<file path="src/rtl/sr_piso.sv">
// rtl/sr_piso.sv - parallel-in serial-out shifter with load/ready handshake
// Back-to-back loads are taken in the last-bit cycle so the serial stream has no gaps.
module sr_piso #(
  parameter int WIDTH     = 4,
  parameter bit MSB_FIRST = 1'b1
) (
  input  logic             clk,
  input  logic             reset,
  input  logic [WIDTH:1]   din,
  input  logic             load,
  output logic             ready,
  output logic             sout,
  output logic             valid,
  output logic             done
);

  localparam int CW = (WIDTH > 1) ? $clog2(WIDTH) : 1;
  localparam logic [CW-1:0] LAST = CW'(WIDTH - 1);

  typedef enum logic {IDLE, SHIFT} state_t;

  state_t         state, state_nx;
  logic [WIDTH:1] shreg, shreg_nx;
  logic [CW-1:0]  cnt, cnt_nx;
  logic           valid_nx, done_nx;
  logic           is_last;

  assign is_last = (state == SHIFT) && (cnt == LAST);
  assign ready   = (state == IDLE) || is_last;
  assign sout    = valid ? (MSB_FIRST ? shreg[WIDTH] : shreg[1]) : 1'b0;

  always_ff @(posedge clk or negedge reset) begin
    if (!reset) begin
      state <= IDLE;
      shreg <= '0;
      cnt   <= '0;
      valid <= 1'b0;
      done  <= 1'b0;
    end else begin
      state <= state_nx;
      shreg <= shreg_nx;
      cnt   <= cnt_nx;
      valid <= valid_nx;
      done  <= done_nx;
    end
  end

  always_comb begin
    state_nx = state;
    shreg_nx = shreg;
    cnt_nx   = cnt;
    valid_nx = valid;
    done_nx  = done;
    if (load && ready) begin
      state_nx = SHIFT;
      shreg_nx = din;
      cnt_nx   = '0;
      valid_nx = 1'b1;
      done_nx  = (WIDTH == 1);
    end else if (state == SHIFT) begin
      if (!is_last) begin
        // Move the next bit toward the end that drives sout.
        if (MSB_FIRST) shreg_nx = {shreg[WIDTH-1:1], 1'b0};
        else           shreg_nx = {1'b0, shreg[WIDTH:2]};
        cnt_nx  = cnt + CW'(1);
        done_nx = (cnt_nx == LAST);
      end else begin
        state_nx = IDLE;
        shreg_nx = '0;
        cnt_nx   = '0;
        valid_nx = 1'b0;
        done_nx  = 1'b0;
      end
    end
  end

endmodule

</file>
<file path="config.mk">
export PLATFORM = sky130hd
export DESIGN_NAME = sr_piso
export DESIGN_NICKNAME = d
export VERILOG_FILES = /design/src/rtl/sr_piso.sv
export SDC_FILE = /design/constraint.sdc
export NUM_CORES = 1
export LEC_CHECK = 0
export CAP_MARGIN = 0
export CORE_AREA = 2 2 39 41
export CTS_CLUSTER_SIZE = 20
export DETAILED_ROUTE_END_ITERATION = 16
export DIE_AREA = 0 0 41 43
export HOLD_SLACK_MARGIN = 0.1
export PLACE_DENSITY = 0.59
export SLEW_MARGIN = 5
export SYNTH_ARGS = -nofsm -noshare
export SYNTH_HDL_FRONTEND = slang
export SYNTH_SLANG_ARGS = --single-unit
</file>
<file path="constraint.sdc">
create_clock -name clk -period 1.95 [get_ports clk]
set_input_delay 0.39 -clock clk [delete_from_list [all_inputs] [get_ports clk]]
set_output_delay 0.39 -clock clk [all_outputs]
set_load 0.02 [all_outputs]
</file>
==> results.cfg, run 1 <==
[setup_path]
timing.setup.critical_path_class = register to primary output
crit_path_end_kind = primary output
worstSetupEndpoint = ready
critical-path-top-delay-family = flip-flops
r2r.worst_path.cells = 5
critical_path_required_ns = 1.56
r2r_start = cnt[0]$_DFFE_PN0P_
cp.buffers_inverters = 2
worstPathArrival_ns = 1.49
worstPathMaxFanout = 5
cp-startpoint = cnt[0]$_DFFE_PN0P_
critical-path-slowest-cell = dfrtp_1
reg2reg_to = shreg[1]$_DFFE_PN0P_
ff2ff_setup_slack_ns = 0.52
cp.depth = 4
critPathLaunchType = register
max_stage_delay_ns = 0.39
critical_path.cell_chain = ha_1, and2b_4, inv_4, dlygate4sd2_1

[cts]
cts_made_buffers = 3
clock_tree_from_tritoncts = yes
clock_sinks = 9
cts-root-buf = clkbuf_4
cts.hold.buffers_added = 0
htree_num_levels = 1
ctsLongestPathBuffers = 2
worst_setup_hold_path_clk_slew_ns = 0.06
insertion_delay_ns = 0.26

[job]
maxCapViolCount = 0

[sta]
timing.final.setup_violations = 0
hold_slack_ns = 0.424
timing.final.ws_setup_ns = 0.0680
finalHoldViolations = 0
max_clock_freq_mhz = 531
worst_slew_pin_slew_ns = 0.404
clock-skew-final_ns = 0.000776
period_minus_slack_ns = 1.88
rsz0062_at_grt = false
finalMaxSlewViolations = 0
tns_ns = 0
fin_crit_sh = 0.965
max_slew_margin = 0.730

[cells_and_area]
number_of_fillers_in_the_final_layout = 140
nets_final = 66
final_cell_count_no_fill = 72
area_growth_syn_to_layout_pct = 40.0
post_route_cells_drive_above_1_share = 0.161
antenna_diodes = 0
multi_input_comb_area_um2 = 170
seqCellArea_um2 = 225
mostFrequentLayoutCells = 9 x dfrtp_1, 9 x clkdlybuf4s50_1, 6 x nand2_1
final_design_area_no_fill_um2 = 578

[placed_design]
port_buffers = 10
dp_slack_ns = 0.123
placed_cells_incl_taps = 67
postPlaceCellArea_um2 = 544
gp_routability_congestion = 0.703

[floorplanning]
start_util = 0.298
placement_rows = 14
die_width_um = 41
core_area_um2 = 1380
design.portCount = 11
die-area_um2 = 1760
die_height_um = 43

[drt]
avgViaCountPerCell = 4.69
detailroute.via_count = 338
first_iter_violations = 3
detail_route.drc_violations = 0
drt-total-wl_um = 857
dr.pass1.iters = 2
route.antenna.remaining_nets = 0
detail_route.wl_per_cell_um = 11.9

[synthesis]
syn-cell-area_um2 = 413
synthesized_area_per_cell_um2 = 10.3
synthesis.instances = 40
netlist.top_cell.by_area = dfrtp_1
ys_top_cells_by_area = dfrtp_1 55%, ha_1 6.1%, a22oi_1 5.5%, nand2_1 5.5%, mux2i_1 4.8%
share_of_the_yosys_chip_area_belonging_to_registers = 0.545
synth_cell_type_count = 18
synth_nets = 49
synth-warning-count = 0
synth_largest_type_area_fraction = 0.545
ys_seq_elements = 9

[global_route]
grt_pass1_wl_mm = 1.45
gr-usage-all-layers = 0.129
grt_start_max_net_pins = 10
grt_pass1_vias = 318
grt_antenna_before_repair = 0
grt_overflow = 0

[pwr]
power_density_nw_per_um2 = 1590
power.leakage_nw = 0.284
irDropWorstVdd_v = 0.000612

[min_path]
holdCritPathClass = input pin to async pin

[outcome]
status = completed
==> registers in the layout, indices dropped and copies added, names as in the netlist <==
signal	cells
valid	1
shreg	4
done	1
cnt	2
state	1
==> how the worst min path moves through the flow <==
| stage | endpoint | startpoint | cells after the start | slack [ns] |
|---|---|---|---|---|
| detailed placement | shreg[2]$_DFFE_PN0P_ | shreg[2]$_DFFE_PN0P_ | 2 | 0.48 |
| floorplan | cnt[0]$_DFFE_PN0P_ | reset | 0 | 0.09 |
| CTS | shreg[2]$_DFFE_PN0P_ | reset | 1 | 0.44 |
| global route | shreg[3]$_DFFE_PN0P_ | reset | 1 | 0.45 |
| finish | state$_DFF_PN0_ | reset | 1 | 0.42 |
| global placement | shreg[4]$_DFFE_PN0P_ | shreg[4]$_DFFE_PN0P_ | 2 | 0.48 |
==> synthesized netlist by cell type, drive strengths merged <==
cell	instances
a32o	1
and2	1
mux2i	2
dfrtp	9
inv	3
nor2	3
a22oi	3
nand2b	1
nand2	6
clkbuf	1
and2b	1
a21oi	1
o21ai	2
nand3	3
ha	2
o22ai	1
==> power breakdown <==
part / total, mW / switching (mW) / internal (mW)
Sequential: 0.330 / 0.0618 / 0.268
Combinational: 0.451 / 0.230 / 0.221
Clock: 0.141 / 0.0653 / 0.0756
==> layer usage <==
| layer | global-route usage | share of wire | vias up |
|---|---|---|---|
| li1 | - | - | 172 |
| met5 | 0 | 0 | - |
| met1 | 0.166 | 0.41 | 156 |
| met2 | 0.175 | 0.54 | 7 |
| met4 | 0.0600 | 0.0093 | 0 |
| met3 | 0.0628 | 0.039 | 3 |
==> worst reg2reg max path, delay by kind of cell, from the launching register on <==
family / cells / cell delay (ns)
flip-flops: 1 / 0.39
adder cells (fa/ha/maj): 1 / 0.21
AND/OR/NAND/NOR: 1 / 0.29
AO/OA/AOI/OAI: 1 / 0.25
buffers and inverters: 2 / 0.18
==> what timing repair did <==
| action | CTS | global route |
|---|---|---|
| cloned | 0 | 0 |
| resized for setup | 1 | 0 |
| endpoints found under the setup margin | 1 | 1 |
| buffers inserted | 0 | 1 |
==> metrics by stage <==
step	power [mW]	utilization
after floorplan	0.604	-
after detailed placement	0.789	0.393
after CTS	0.928	0.412
final	0.922	0.418
after global placement	0.768	0.393
after global routing	1.02	0.418
==> cell families (layout without fill, tap and decap cells) <==
| family | after synthesis | in the layout | synth area share |
|---|---|---|---|
| AO/OA/AOI/OAI | 8 | 8 | 0.130 |
| adder cells (fa/ha/maj) | 2 | 2 | 0.0606 |
| buffers and inverters | 4 | 20 | 0.0424 |
| flip-flops | 9 | 9 | 0.545 |
| multiplexers | 2 | 2 | 0.0485 |
| AND/OR/NAND/NOR | 15 | 15 | 0.173 |
==> layout make-up <==
| cell class | count | share of cell area |
|---|---|---|
| Tap cell | 16 | 0.0346 |
| Sequential cell | 9 | 0.390 |
| Inverter | 3 | 0.0238 |
| Timing Repair Buffer | 13 | 0.210 |
| Clock inverter | 1 | 0.00866 |
| Multi-Input combinational cell | 27 | 0.294 |
| Clock buffer | 3 | 0.0390 |
(Power assumes the default switching activity.)
==> run 2, diff against run 1 <==
--- a/config.mk
+++ b/config.mk
@@ -12,6 +12,7 @@
 export DIE_AREA = 0 0 41 43
 export HOLD_SLACK_MARGIN = 0.1
 export PLACE_DENSITY = 0.59
+export REMOVE_ABC_BUFFERS = 1
 export SLEW_MARGIN = 5
 export SYNTH_ARGS = -nofsm -noshare
 export SYNTH_HDL_FRONTEND = slang
==> run 2 against run 1 <==
Net effect: sequential share of layout area up 0.085 points; die area unchanged; global-route usage down 1.1 points; largest cell class unchanged; final cell count unchanged; combinational power down 2%; cell area down 0.22%; sequential cell count unchanged; critical path depth unchanged; clock power down 3%.
==> results.cfg, run 2 (same netlist as run 1, synthesis figures left out) <==
[cells_and_area]
area_growth_syn_to_layout_pct = 39.7
mostFrequentLayoutCells = 9 x dfrtp_1, 9 x clkdlybuf4s50_1, 6 x nand2_1
number_of_fillers_in_the_final_layout = 141
nets_final = 66
largest_register_ff_count = 4
antenna_diodes = 0
share_of_the_core_filled_with_cells_in_the_final_layout = 0.417
largest-register = shreg
biggestRegsByFlops = shreg: 4 flops, cnt: 2 flops
post_route_cells_drive_above_1_share = 0.143

[placed_design]
gp_routability_congestion = 0.717
port_buffers = 10

[drt]
dr.pass1.iters = 4
avgViaCountPerCell = 4.51
detail_route.drc_violations = 0
first_iter_violations = 3
detail_route.wl_per_cell_um = 10.8
drt-total-wl_um = 779
detailroute.via_count = 325
route.antenna.remaining_nets = 0

[pwr]
power.total_mw = 0.903
irDropWorstVdd_v = 0.000606
power_density_nw_per_um2 = 1570
power.combinational.fraction = 0.492
internal_power_mw = 0.563
power_switching_mw = 0.339
netSwitchingFraction = 0.376
power.leakage_nw = 0.281
seq_power_share = 0.356
share_clk_of_total_power = 0.152

[floorplanning]
die-area_um2 = 1760
start_util = 0.298
die_height_um = 43
design.portCount = 11
die_width_um = 41
placement_rows = 14
core_area_um2 = 1380

[setup_path]
timing.setup.critical_path_class = register to primary output
reg2reg_to = shreg[1]$_DFFE_PN0P_
ff2ff_setup_slack_ns = 0.50
worstPathArrival_ns = 1.49
worstPathMaxFanout = 5
r2r.worst_path.cells = 5
crit_path_end_kind = primary output
r2r_start = cnt[0]$_DFFE_PN0P_
critical_path_required_ns = 1.56
critPathLaunchType = register

[global_route]
grt_start_max_net_pins = 10
grt_pass1_vias = 322
grt_antenna_before_repair = 0
grt_pass1_wl_mm = 1.36
grt_overflow = 0
gr-usage-all-layers = 0.118

[cts]
ctsLongestPathBuffers = 2
insertion_delay_ns = 0.25
clock_sinks = 9
cts.hold.buffers_added = 0
worst_setup_hold_path_clk_slew_ns = 0.06
cts_made_buffers = 3
clock_tree_from_tritoncts = yes
htree_num_levels = 1
cts_setup_buffers = 0
cts-root-buf = clkbuf_4
ctsResizeCount = 1

[sta]
fin_crit_sh = 0.963
finalMaxSlewViolations = 0
worst_slew_pin_slew_ns = 0.414
timing.final.setup_violations = 0
period_minus_slack_ns = 1.88
finalHoldViolations = 0
tns_ns = 0
max_slew_margin = 0.723
max_clock_freq_mhz = 532
rsz0062_at_grt = false
clock-skew-final_ns = 0.00433

[outcome]
status = completed

[min_path]
holdCritPathClass = input pin to async pin

[job]
maxCapViolCount = 0
## run 2: cell count changes in the layout (fill, tap and decap cells not counted), sizes merged
cell / delta
clkinv: -1
clkbuf: +1
## run 2: worst max-delay path: stages (launching register included)
cell	delay, ns
dfrtp_1	0.40
ha_1	0.21
and2b_4	0.29
inv_4	0.03
dlygate4sd2_1	0.31
## run 2: final cells by class
type | instances | area [um^2] | share of cell area
Multi-Input combinational cell | 27 | 170 | 0.295
Inverter | 3 | 13.8 | 0.0239
Tap cell | 16 | 20.0 | 0.0347
Clock buffer | 4 | 26.3 | 0.0456
Sequential cell | 9 | 225 | 0.390
Timing Repair Buffer | 13 | 121 | 0.210
## run 2: per-layer routing
| metal | vias up | global-route usage | share of wire |
|---|---|---|---|
| met5 | - | 0 | 0 |
| met3 | 2 | 0.0628 | 0.042 |
| met2 | 8 | 0.144 | 0.44 |
| li1 | 170 | - | - |
| met4 | 0 | 0.0400 | 0.018 |
| met1 | 145 | 0.173 | 0.49 |
## run 2: power by group through the flow
stage                     Combinational (mW)  Clock, mW  Sequential, mW
after floorplan                        0.259          0           0.344
after global placement                 0.458          0           0.323
after detailed placement               0.461          0           0.325
after CTS                              0.451      0.143           0.322
after global routing                   0.510      0.156           0.334
final                                  0.444      0.137           0.322
## run 2: through the flow
stage               setup slack [ns]  instances  cell area, um^2  hold WS, ns
CTS                           0.0554         72              577        0.444
global route                0.000579         72              577        0.454
global placement               0.131         68              552        0.483
floorplan                      0.633         39              409       0.0944
finish                        0.0718         72              577        0.433
detailed placement             0.120         68              552        0.488
## run 2: worst max path at each step
stage                                  start     to  slack, ns
after detailed placement  cnt[0]$_DFFE_PN0P_  ready       0.12
after CTS                 cnt[0]$_DFFE_PN0P_  ready       0.06
after global routing      cnt[0]$_DFFE_PN0P_  ready     0.0006
after floorplan           cnt[0]$_DFFE_PN0P_  ready       0.63
final                     cnt[0]$_DFFE_PN0P_  ready       0.07
after global placement    cnt[0]$_DFFE_PN0P_  ready       0.13
==> run 3, diff against run 2 <==
--- a/config.mk
+++ b/config.mk
@@ -13,6 +13,7 @@
 export HOLD_SLACK_MARGIN = 0.1
 export PLACE_DENSITY = 0.59
 export REMOVE_ABC_BUFFERS = 1
+export SKIP_LAST_GASP = 1
 export SLEW_MARGIN = 5
 export SYNTH_ARGS = -nofsm -noshare
 export SYNTH_HDL_FRONTEND = slang
==> constraint.sdc (replaced) <==
create_clock -name clk -period 2.3 [get_ports clk]
set_input_delay 0.46 -clock clk [delete_from_list [all_inputs] [get_ports clk]]
set_output_delay 0.46 -clock clk [all_outputs]
set_load 0.02 [all_outputs]
==> run 3 against run 2 <==
Net effect: first-iteration DRC count shrank 33%; combinational power shrank 21%; cell area shrank 3.3%; critical endpoint unchanged.
==> results.cfg, run 3 (same netlist as run 1, synthesis figures left out) <==
[setup_path]
critical-path-slowest-cell = dfrtp_1
max_stage_delay_ns = 0.41
reg2reg_to = shreg[1]$_DFFE_PN0P_
r2r.worst_path.cells = 4
critical_path.cell_chain = ha_1, and2b_4, inv_4, dlymetal6s2s_1
timing.setup.critical_path_class = register to primary output
worstPathArrival_ns = 1.44
crit_path_end_kind = primary output
critical_path_required_ns = 1.84
worstSetupEndpoint = ready
critPathLaunchType = register
r2r_start = cnt[0]$_DFFE_PN0P_
worstPathMaxFanout = 9
cp-startpoint = cnt[0]$_DFFE_PN0P_
ff2ff_setup_slack_ns = 0.96

[sta]
rsz0062_at_grt = false
clock-skew-final_ns = 0.00543
period_minus_slack_ns = 1.90
finalMaxSlewViolations = 0
finalHoldViolations = 0
worst_slew_pin_slew_ns = 0.401
timing.final.setup_violations = 0
hold_slack_ns = 0.487
fin_crit_sh = 0.828
max_slew_margin = 0.732
max_clock_freq_mhz = 525
tns_ns = 0

[drt]
detail_route.wl_per_cell_um = 10.9
route.antenna.remaining_nets = 0
first_iter_violations = 2
avgViaCountPerCell = 4.64
drt-total-wl_um = 750
dr.pass1.iters = 4
detailroute.via_count = 320
detail_route.drc_violations = 0

[placed_design]
gp_routability_congestion = 0.707
dpl.hpwl_um = 545
port_buffers = 10
postPlaceCellArea_um2 = 529

[pwr]
power.leakage_nw = 0.276
irDropWorstVdd_v = 0.000459
power_density_nw_per_um2 = 1350

[cts]
cts_made_buffers = 3
cts.hold.buffers_added = 0
htree_num_levels = 1
cts-root-buf = clkbuf_4
clock_tree_from_tritoncts = yes
clock_sinks = 9
worst_setup_hold_path_clk_slew_ns = 0.06
insertion_delay_ns = 0.26
ctsLongestPathBuffers = 2

[cells_and_area]
final_design_area_no_fill_um2 = 558
nets_final = 63
largest_register_ff_count = 4
share_of_the_core_filled_with_cells_in_the_final_layout = 0.403
post_route_cells_drive_above_1_share = 0.0943
antenna_diodes = 0
largest-register = shreg
area_growth_syn_to_layout_pct = 35.2
biggestRegsByFlops = shreg: 4 flops, cnt: 2 flops
number_of_fillers_in_the_final_layout = 139
mostFrequentLayoutCells = 9 x dfrtp_1, 9 x clkdlybuf4s50_1, 6 x nand2_1

[floorplanning]
placement_rows = 14
core_area_um2 = 1380
design.portCount = 11
die_width_um = 41
die-area_um2 = 1760
start_util = 0.298
die_height_um = 43

[global_route]
grt_start_max_net_pins = 10
grt_pass1_vias = 319
gr-usage-all-layers = 0.121
grt_pass1_wl_mm = 1.41
grt_overflow = 0
grt_antenna_before_repair = 0

[job]
maxCapViolCount = 0

[outcome]
status = completed

[min_path]
holdCritPathClass = input pin to async pin
==> run 3: routing by layer <==
layer,track usage,share of wire
met1,0.173,0.47
met2,0.156,0.49
met3,0.0314,0.021
met4,0.0800,0.020
met5,0,0
==> run 3: worst max-delay path: cells and delay by family (launching register included) <==
kind | cells | cell delay (ns)
AND/OR/NAND/NOR | 1 | 0.29
flip-flops | 1 | 0.41
buffers and inverters | 2 | 0.26
adder cells (fa/ha/maj) | 1 | 0.22
==> run 3: area by class of cell <==
cell class	instances	area, um^2	share of cell area
inverters	3	13.8	0.0247
flip-flops and latches	9	225	0.404
multi-input cells	27	170	0.305
clock buffers	4	26.3	0.0471
well taps	16	20.0	0.0359
repair buffers	10	103	0.184
==> run 3: worst min-delay path by stage <==
stage	endpoint	slack, ns	depth (start not counted)
final	state$_DFF_PN0_	0.49	1
after global routing	valid$_DFFE_PN0P_	0.52	1
after CTS	state$_DFF_PN0_	0.51	1
after detailed placement	shreg[2]$_DFFE_PN0P_	0.49	2
after global placement	shreg[2]$_DFFE_PN0P_	0.48	2
after floorplan	cnt[0]$_DFFE_PN0P_	0.16	0
==> run 3: power by group <==
part | internal, mW | switching, mW | leakage [nW] | total (mW)
clock | 0.0669 | 0.0566 | 0.0150 | 0.124
sequential | 0.227 | 0.0513 | 0.111 | 0.278
combinational | 0.168 | 0.184 | 0.150 | 0.352
==> run 3: repair_timing <==
action | CTS | global route
endpoints found under the setup margin | 0 | 1
gates resized for setup | 0 | 1
endpoints found under the hold margin | 0 | 0
setup buffers | 0 | 0
==> run 3: per-stage QoR <==
stage,instances,power [mW],setup slack (ns)
global placement,65,0.635,0.370
CTS,69,0.766,0.0477
finish,69,0.753,0.395
global route,69,0.822,0.334
floorplan,39,0.511,0.913
detailed placement,65,0.636,0.350
